`src/rtl/crom_arbiter.sv`:
```
// crom_arbiter
// Shares one synchronous character ROM between NOF_REQ renderers. Requests
// are captured on pixel-enable cycles into per-requester pending flags and
// address latches, then served round-robin, one ROM access at a time.
//
// Ports:
//   clk, reset        system clock, synchronous active-high reset
//   en                block enable (en=0 behaves exactly like reset)
//   clk_en_pixel      pixel clock enable
//   rq, addr          per-requester request level and flattened addresses
//   rom_addr, rom_en  registered ROM address / one-clk read strobe
//   rom_dout          ROM read data, valid ROM_LATENCY clks after rom_en
//   dout, dout_valid  flattened held read data and per-requester update pulse
//   overrun           sticky: a request arrived while the previous one was pending
//
// state     | meaning
// ----------+-----------------------------------------------------------
// S_IDLE    | no access in flight; grant the next pending requester
// S_WAIT    | ROM read issued, counting down the ROM latency
// S_CAPTURE | rom_dout valid; store it for the granted requester
module crom_arbiter #(
  parameter int NOF_REQ     = 4,
  parameter int ROM_LATENCY = 1,
  parameter int ADDR_W      = 11
) (
  input  logic                      clk,
  input  logic                      reset,
  input  logic                      en,
  input  logic                      clk_en_pixel,
  input  logic [NOF_REQ-1:0]        rq,
  input  logic [NOF_REQ*ADDR_W-1:0] addr,
  output logic [ADDR_W-1:0]         rom_addr,
  output logic                      rom_en,
  input  logic [7:0]                rom_dout,
  output logic [NOF_REQ*8-1:0]      dout,
  output logic [NOF_REQ-1:0]        dout_valid,
  output logic                      overrun
);

  localparam int PTR_W = $clog2(NOF_REQ);
  localparam int CNT_W = $clog2(ROM_LATENCY + 1);

  typedef enum logic [1:0] {
    S_IDLE    = 2'd0,
    S_WAIT    = 2'd1,
    S_CAPTURE = 2'd2
  } state_t;

  state_t                state, state_nxt;
  logic                  clr;
  logic [NOF_REQ-1:0]    pending;
  logic [NOF_REQ-1:0]    cap;
  logic [ADDR_W-1:0]     addr_q [NOF_REQ];
  logic [PTR_W-1:0]      rr_ptr;
  logic [PTR_W-1:0]      gnt_idx;
  logic [PTR_W-1:0]      gnt_q;
  logic [PTR_W:0]        search_idx;
  logic                  gnt_found;
  logic [CNT_W-1:0]      lat_cnt;
  logic                  grant_fire;
  logic                  capture_fire;

  assign clr = reset | ~en;
  assign cap = rq & {NOF_REQ{clk_en_pixel}};

  // Round-robin search starting at rr_ptr. The index is one bit wider than
  // rr_ptr so the wrap works for non-power-of-2 NOF_REQ.
  always_comb begin
    gnt_idx    = '0;
    gnt_found  = 1'b0;
    search_idx = '0;
    for (int k = 0; k < NOF_REQ; k++) begin
      search_idx = {1'b0, rr_ptr} + (PTR_W+1)'(k);
      if (search_idx >= (PTR_W+1)'(NOF_REQ))
        search_idx = search_idx - (PTR_W+1)'(NOF_REQ);
      if (!gnt_found && (search_idx < (PTR_W+1)'(NOF_REQ)) &&
          pending[search_idx[PTR_W-1:0]]) begin
        gnt_found = 1'b1;
        gnt_idx   = search_idx[PTR_W-1:0];
      end
    end
  end

  always_ff @(posedge clk) begin
    if (clr) state <= S_IDLE;
    else     state <= state_nxt;
  end

  always_comb begin
    state_nxt = S_IDLE;
    case (state)
      S_IDLE:    if (gnt_found) state_nxt = S_WAIT;
      S_WAIT:    state_nxt = (lat_cnt == CNT_W'(1)) ? S_CAPTURE : S_WAIT;
      S_CAPTURE: state_nxt = S_IDLE;
      default:   state_nxt = S_IDLE;
    endcase
  end

  always_comb begin
    grant_fire   = 1'b0;
    capture_fire = 1'b0;
    case (state)
      S_IDLE:    grant_fire   = gnt_found;
      S_CAPTURE: capture_fire = 1'b1;
      default:   ;
    endcase
  end

  always_ff @(posedge clk) begin
    if (clr) begin
      pending    <= '0;
      rr_ptr     <= '0;
      gnt_q      <= '0;
      lat_cnt    <= '0;
      rom_addr   <= '0;
      rom_en     <= 1'b0;
      dout       <= '0;
      dout_valid <= '0;
      overrun    <= 1'b0;
      for (int i = 0; i < NOF_REQ; i++) addr_q[i] <= '0;
    end else begin
      rom_en     <= grant_fire;
      dout_valid <= '0;

      if (grant_fire) begin
        gnt_q            <= gnt_idx;
        rom_addr         <= addr_q[gnt_idx];
        lat_cnt          <= CNT_W'(ROM_LATENCY);
        pending[gnt_idx] <= 1'b0;
      end else if (state == S_WAIT) begin
        lat_cnt <= lat_cnt - 1'b1;
      end

      if (capture_fire) begin
        dout[gnt_q*8 +: 8] <= rom_dout;
        dout_valid[gnt_q]  <= 1'b1;
        rr_ptr             <= (gnt_q == PTR_W'(NOF_REQ-1)) ? '0 : gnt_q + 1'b1;
      end

      // Capture comes after the grant clear so a same-clk re-request keeps
      // pending set; the grant above already used the old address.
      for (int i = 0; i < NOF_REQ; i++) begin
        if (cap[i]) begin
          if (pending[i] && !(grant_fire && (gnt_idx == PTR_W'(i))))
            overrun <= 1'b1;
          pending[i] <= 1'b1;
          addr_q[i]  <= addr[i*ADDR_W +: ADDR_W];
        end
      end
    end
  end

endmodule

```
`config.mk`:
```
export PLATFORM = sky130hd
export DESIGN_NAME = crom_arbiter
export DESIGN_NICKNAME = d
export VERILOG_FILES = /design/src/rtl/crom_arbiter.sv
export SDC_FILE = /design/constraint.sdc
export NUM_CORES = 1
export LEC_CHECK = 0
export CAP_MARGIN = 20
export CORE_MARGIN = 2
export CORE_UTILIZATION = 36
export CTS_BUF_LIST = sky130_fd_sc_hd__clkbuf_8
export DETAILED_ROUTE_END_ITERATION = 10
export PLACE_DENSITY_LB_ADDON = 0.08
export SLEW_MARGIN = 10
export SYNTH_ARGS = -nofsm -noshare
export SYNTH_HDL_FRONTEND = slang
export SYNTH_SLANG_ARGS = --single-unit
```
`constraint.sdc`:
```
create_clock -name clk -period 3.1 [get_ports clk]
set_input_delay 0.93 -clock clk [delete_from_list [all_inputs] [get_ports clk]]
set_output_delay 0.93 -clock clk [all_outputs]
set_load 0.02 [all_outputs]
```
After elaboration in Yosys (flattened, before gate mapping). Memory sizes are Yosys's and may differ from the RTL's. A register that Yosys moved wholly into a read port is not among the register bits. Cells that the tools add are included.

Bits in registers: 49. Latch bits: 0. Bits in writable memories: 44. ROM bits: 0. Input bits: 60. Output and inout bits: 49. Word-level logic and storage cells: 153. Memories kept: 1.

Add/sub/neg operators: 10. Multipliers: 0. Divide/modulo/power cells: 0. Magnitude comparators: 16. Equal/unequal tests: 6. Shift operators: 2. Muxes and demuxes: 64. Bitwise gates (word level): 10. Reduce and logical (&&, ||, !) cells: 32.

Memories: addr_q (words 4, width 11, read ports 1, clocked after Yosys merged registers in 1, write ports 4, RTL line 53) `logic [ADDR_W-1:0] addr_q [NOF_REQ];`.

Operators by type and width (number): $mux 11 (4); $mux 1 (41); $neg 5->34 (1); $shift 8x34->32 const A (1); $shiftx 8x34->32 (1); $bwmux 32 (1); $lt 2x3->1 const B (6); $logic_and 1x1->1 (17); $lt 3x3->1 const B (4); $mux 2 (6); $mux 3 (4); $reduce_bool 2->1 (5); $ge 3x3->1 const B (3); $sub 3x3->3 const B (3); $and 4x4->4 (2); $bmux 1 s2 (4); $eq 2x2->1 const B (4); $logic_not 1->1 (7); $add 2x2->3 const B (2); $or 1x1->1 (5); $demux 1 s2 (2); $eq 2x1->1 const B (2); $ge 2x1->1 const B (2); $logic_not 2->1 (2); 10 further kinds (11).

Logic depth before layout (Yosys ltp).
Depth after elaboration: 30. Mapped depth: 12. Depth with buffers taken out: 9.

Worst setup path after synthesis. No wires, ideal clock.

Kind: register to register. Start: reg rr_ptr[0]. End: reg overrun. Library setup time: 0.126 ns. Arrival: 2.389 ns. Required time: 2.974 ns. Setup slack: 0.585 ns. Cell stages (with the launch flop): 12. Path buffers: 2. Clock period less this slack: 2.515 ns. Path through: dfxtp_1 > buf_6 > inv_1 > ha_1 > and2b_1 > o211ai_2 > nand2_1 > a311o_1 > buf_6 > or3_4 > a32oi_1 > o22ai_1.

Cells in the longest elaborated chain, start to end: 30. Elaborated cells between the ends (all ways): 70. Classes of those cells: 7 x add/sub; 8 x order compare; 3 x eq/ne; 29 x mux; 23 x reduce/logical.

RTL lines: start, declared (RTL line 54) `logic [PTR_W-1:0] rr_ptr;`; start signal, assigned (RTL line 137) `rr_ptr <= (gnt_q == PTR_W'(NOF_REQ-1)) ? '0 : gnt_q + 1'b1;`; parallel branches: the longest is 29 deep, another holds $add 2x1->3; $mux 1 (*) (RTL line 143) `if (cap[i]) begin`; end signal, assigned (RTL line 119) `overrun <= 1'b0;`; end signal, assigned (RTL line 145) `overrun <= 1'b1;`; end, declared (RTL line 37) `output logic overrun`.

Mark *: on every way between the ends. The select of a mux whose other input is x is not followed. A chain may end at the register's enable or synchronous reset.

Worst setup path after layout.
Start: reg rr_ptr[0]. End: reg rom_addr[8] (read register of addr_q).

Cells in the longest elaborated chain, start to end: 19. Elaborated cells between the ends (all ways): 46. Classes of those cells: 7 x add/sub; 8 x order compare; 21 x mux; 10 x reduce/logical.

RTL lines: parallel branches: the longest is 19 deep, another holds $add 2x1->3; end, declared (RTL line 32) `output logic [ADDR_W-1:0] rom_addr,`.

Parallel ways; which one is timed is not known. The select of a mux whose other input is x is not followed.

==> key figures <==
Die
  – Die height: 117 um
  – Core area: 0.0126 mm2
  – Starting density of the core: 0.366
  – Die Wd: 117 um
  – Die ar.: 0.0137 mm2
  – # rows: between 40 and 50
  – I/O pin total: 109

Drt
  – Final WL: 11,000 um
  – DR vias: ~3,400
  – Post-DRT Antenna Nets: 0
  – Detailed Routing Iterations Pass 1: 5
  – Iter 0 DRT Violations: 148
  – Routed len/inst: 15.6 um
  – Number of vias per cell: between 4 and 5
  – Residual DRC: 0

Timing
  – Worst hold margin: 0.456 ns
  – Final Max Tran Viols: 0
  – RSZ-0062 raised after global routing: no
  – Rel. slew slack: 0.424
  – Fin crit period: approximately 2.8 ns
  – Period utilization: 0.890
  – Final hold violations: 0
  – Fmax: about 0.36 GHz
  – Setup violators final: 0
  – Worst setup margin: roughly 0.34 ns
  – Clock skew: between 0.007 and 0.008 ns
  – Setup TNS: 0 ns
  – Tightest Pin Transition: ~0.86 ns

Pwr
  – Leak: 2.36 nW
  – VDD IR max: between 0.15 and 0.2 mV
  – Design Power: 2.54 mW
  – Pwr dens: around 420 mW/mm2

Setup path
  – CP bufs+invs: 1
  – Crit path DAT: 3.08 ns
  – CP Launch Type: register
  – Crit-path cells: inv_1 -> ha_1 -> mux2i_1 -> o211ai_1 -> a22o_1 -> a32oi_2 -> or3b_1 -> o22ai_1 -> a21o_1
  – CP max stage delay: between 0.5 and 0.6 ns
  – WP data required: about 3.4 ns
  – Slowest CP cell: or3b_1
  – Top Family by Delay on Critical Path: compound AO/OA/AOI/OAI gates
  – Critical Path End Type: register
  – Crit path max fanout: 11
  – WS Path Type: register to register

Final layout
  – Fillers: around 1,200
  – Nets: between 500 and 600
  – Area delta synth->final: 30.3%
  – Final Util: 0.477
  – Non-filler cells, final: approximately 700
  – Post-Layout Inst Area: about 0.006 mm2
  – ANT cells: 0
  – Layout cells sized above 1: 0.0695

Placement
  – Routability cong.: just under 0.8
  – Post-DP Area: approximately 0.0058 mm2
  – # port buffers: ~110
  – DP HPWL: ~8100 um
  – Placed Cells: slightly below 700
  – Pre-CTS WS: a little under 0.4 ns

Status
  – Outcome: completed

Clock tree
  – H-tree levels: 3
  – Hold buffer count at CTS: 0
  – TritonCTS Buffers: 9
  – Clk slew on worst S/H paths: ~0.10 ns
  – Post-CTS Setup Inserts: 0
  – CTS Sinks: between 100 and 150
  – Cts repair resizes: 0
  – Root Driver: clkbuf_8
  – CTS Buffer Depth: 2
  – CTS tree: done
  – Clock latency on the worst-skew pair: between 0.3 and 0.4 ns

Logic synthesis
  – Synth top area share: 0.287
  – Synthesized flop and latch total: between 100 and 150
  – Top FF cell, synth: dfxtp_1
  – Ys async rst share: 0
  – Post-synth EDFFs: 44
  – YS warnings: 0
  – Register area share after synthesis: 0.548
  – Netlist Area Pre-Place: ~0.0046 mm2
  – Syn avg cell area: between 10 and 15 um2
  – Largest cells by area after synthesis: edfxtp_1 (29%), dfxtp_1 (26%), and2_1 (6.4%), mux2i_1 (5.4%), a21oi_1 (2.9%)
  – Syn Inst Count: ~430
  – Netlist cell types: 46
  – Cell accounting for the most synthesized area: edfxtp_1
  – Syn nets: ~500

Worst hold path
  – Min-delay worst type: register to register

Global routing
  – Largest net degree at the start of global routing: 40
  – First-pass GRT wire length: around 17,000 um
  – Number of global-route vias before repair: ~3,400
  – Overall Global Routing Usage: 0.168
  – Initial antenna violation count: 0
  – GR Overflow Total: 0

Flow run
  – Max-cap violations: 0
-- cell type report --
type | count | area [um2] | area share
clock buffer | 9 | 124 | 0.0207
clock inverter | 7 | 62.6 | 0.0104
inverter | 7 | 26.3 | 0.00438
multi-input combinational | 289 | 1890 | 0.316
sequential | 104 | 2520 | 0.421
tap | 172 | 215 | 0.0359
timing repair buffer | 116 | 1150 | 0.192
-- power by group --
group          internal (mW)  switching [mW]  total [mW]
Sequential              1.47          0.0214        1.49
Combinational          0.125           0.107       0.232
Clock                  0.308           0.506       0.814
-- kinds of logic (layout without fill, tap and decap cells) --
kind of cell | after synthesis | after routing | share of synthesized area
AO/OA/AOI/OAI | 84 | 84 | 0.125
adder cells (fa/ha/maj) | 9 | 9 | 0.0245
buffers and inverters | 33 | 139 | 0.0427
flip-flops | 104 | 104 | 0.548
multiplexers | 30 | 30 | 0.0704
AND/OR/NAND/NOR | 166 | 166 | 0.190
-- cells in the mapped netlist (2+ instances only) --
| library cell | n |
|---|---|
| a21o_1 | 11 |
| a21oi_1 | 27 |
| a22oi_1 | 16 |
| a31oi_1 | 2 |
| and2_1 | 47 |
| and3_1 | 5 |
| buf_1 | 4 |
| buf_4 | 3 |
| buf_6 | 8 |
| clkbuf_1 | 10 |
| dfxtp_1 | 60 |
| edfxtp_1 | 44 |
| ha_1 | 9 |
| inv_1 | 6 |
| mux2i_1 | 25 |
| nand2_1 | 35 |
| nand2b_1 | 4 |
| nand3_1 | 18 |
| nor2_1 | 33 |
| nor2b_1 | 13 |
| nor3_1 | 2 |
| o21ai_0 | 5 |
| o22ai_1 | 12 |
| o31ai_1 | 2 |
| or3_4 | 2 |
| or3b_1 | 3 |
-- worst reg2reg max path: cells and delay by family (launching register included) --
family,cells,cell delay (ns)
muxes,1,0.26
AOI/OAI and AO/OA,5,1.00
DFF,1,0.34
and+or+nand+nor,1,0.58
buffers and inverters,1,0.09
adders and majority gates,1,0.43
-- routing by layer --
metal | global-route usage | vias up | part of all wire
li1 | - | 1702 | -
met2 | 0.286 | 99 | 0.50
met4 | 0.0800 | 0 | 0.028
met1 | 0.208 | 1602 | 0.43
met5 | 0 | - | 0
met3 | 0.0294 | 25 | 0.043
-- flip-flops by register name, indices dropped and copies added (netlist names) --
| register | count |
|---|---|
| dout_valid | 4 |
| addr_q | 44 |
| overrun | 1 |
| rom_en | 1 |
| gnt_q | 2 |
| pending | 4 |
| state | 2 |
| rom_addr | 11 |
| rr_ptr | 2 |
| dout | 32 |
| lat_cnt | 1 |
-- path summary, 6_finish.rpt --
path	from	to	slack, ns	cells past startpoint
min	dout[20]$_SDFFE_PN0P_	dout[20]$_SDFFE_PN0P_	0.46	2
max reg2reg	rr_ptr[0]$_SDFFE_PN0P_	rom_addr[8]$_SDFFE_PN0P_	0.34	9
max	rr_ptr[0]$_SDFFE_PN0P_	rom_addr[8]$_SDFFE_PN0P_	0.34	9
min reg2reg	dout[20]$_SDFFE_PN0P_	dout[20]$_SDFFE_PN0P_	0.46	2
-- cells in the final DEF, fill, tap and decap left out, types with 3 or more instances in the layout --
| cell | count |
|---|---|
| clkdlybuf4s50_1 | 108 |
| dfxtp_1 | 60 |
| and2_1 | 47 |
| edfxtp_1 | 44 |
| nand2_1 | 35 |
| nor2_1 | 33 |
| a21oi_1 | 27 |
| mux2i_1 | 25 |
| nand3_1 | 18 |
| a22oi_1 | 16 |
| nor2b_1 | 13 |
| o22ai_1 | 12 |
| a21o_1 | 11 |
| ha_1 | 9 |
| clkbuf_8 | 9 |
| buf_4 | 7 |
| inv_1 | 6 |
| and3_1 | 5 |
| o21ai_0 | 5 |
| nand2b_1 | 4 |
| or3b_1 | 3 |
| clkinv_4 | 3 |
(Power assumes the default switching activity.)
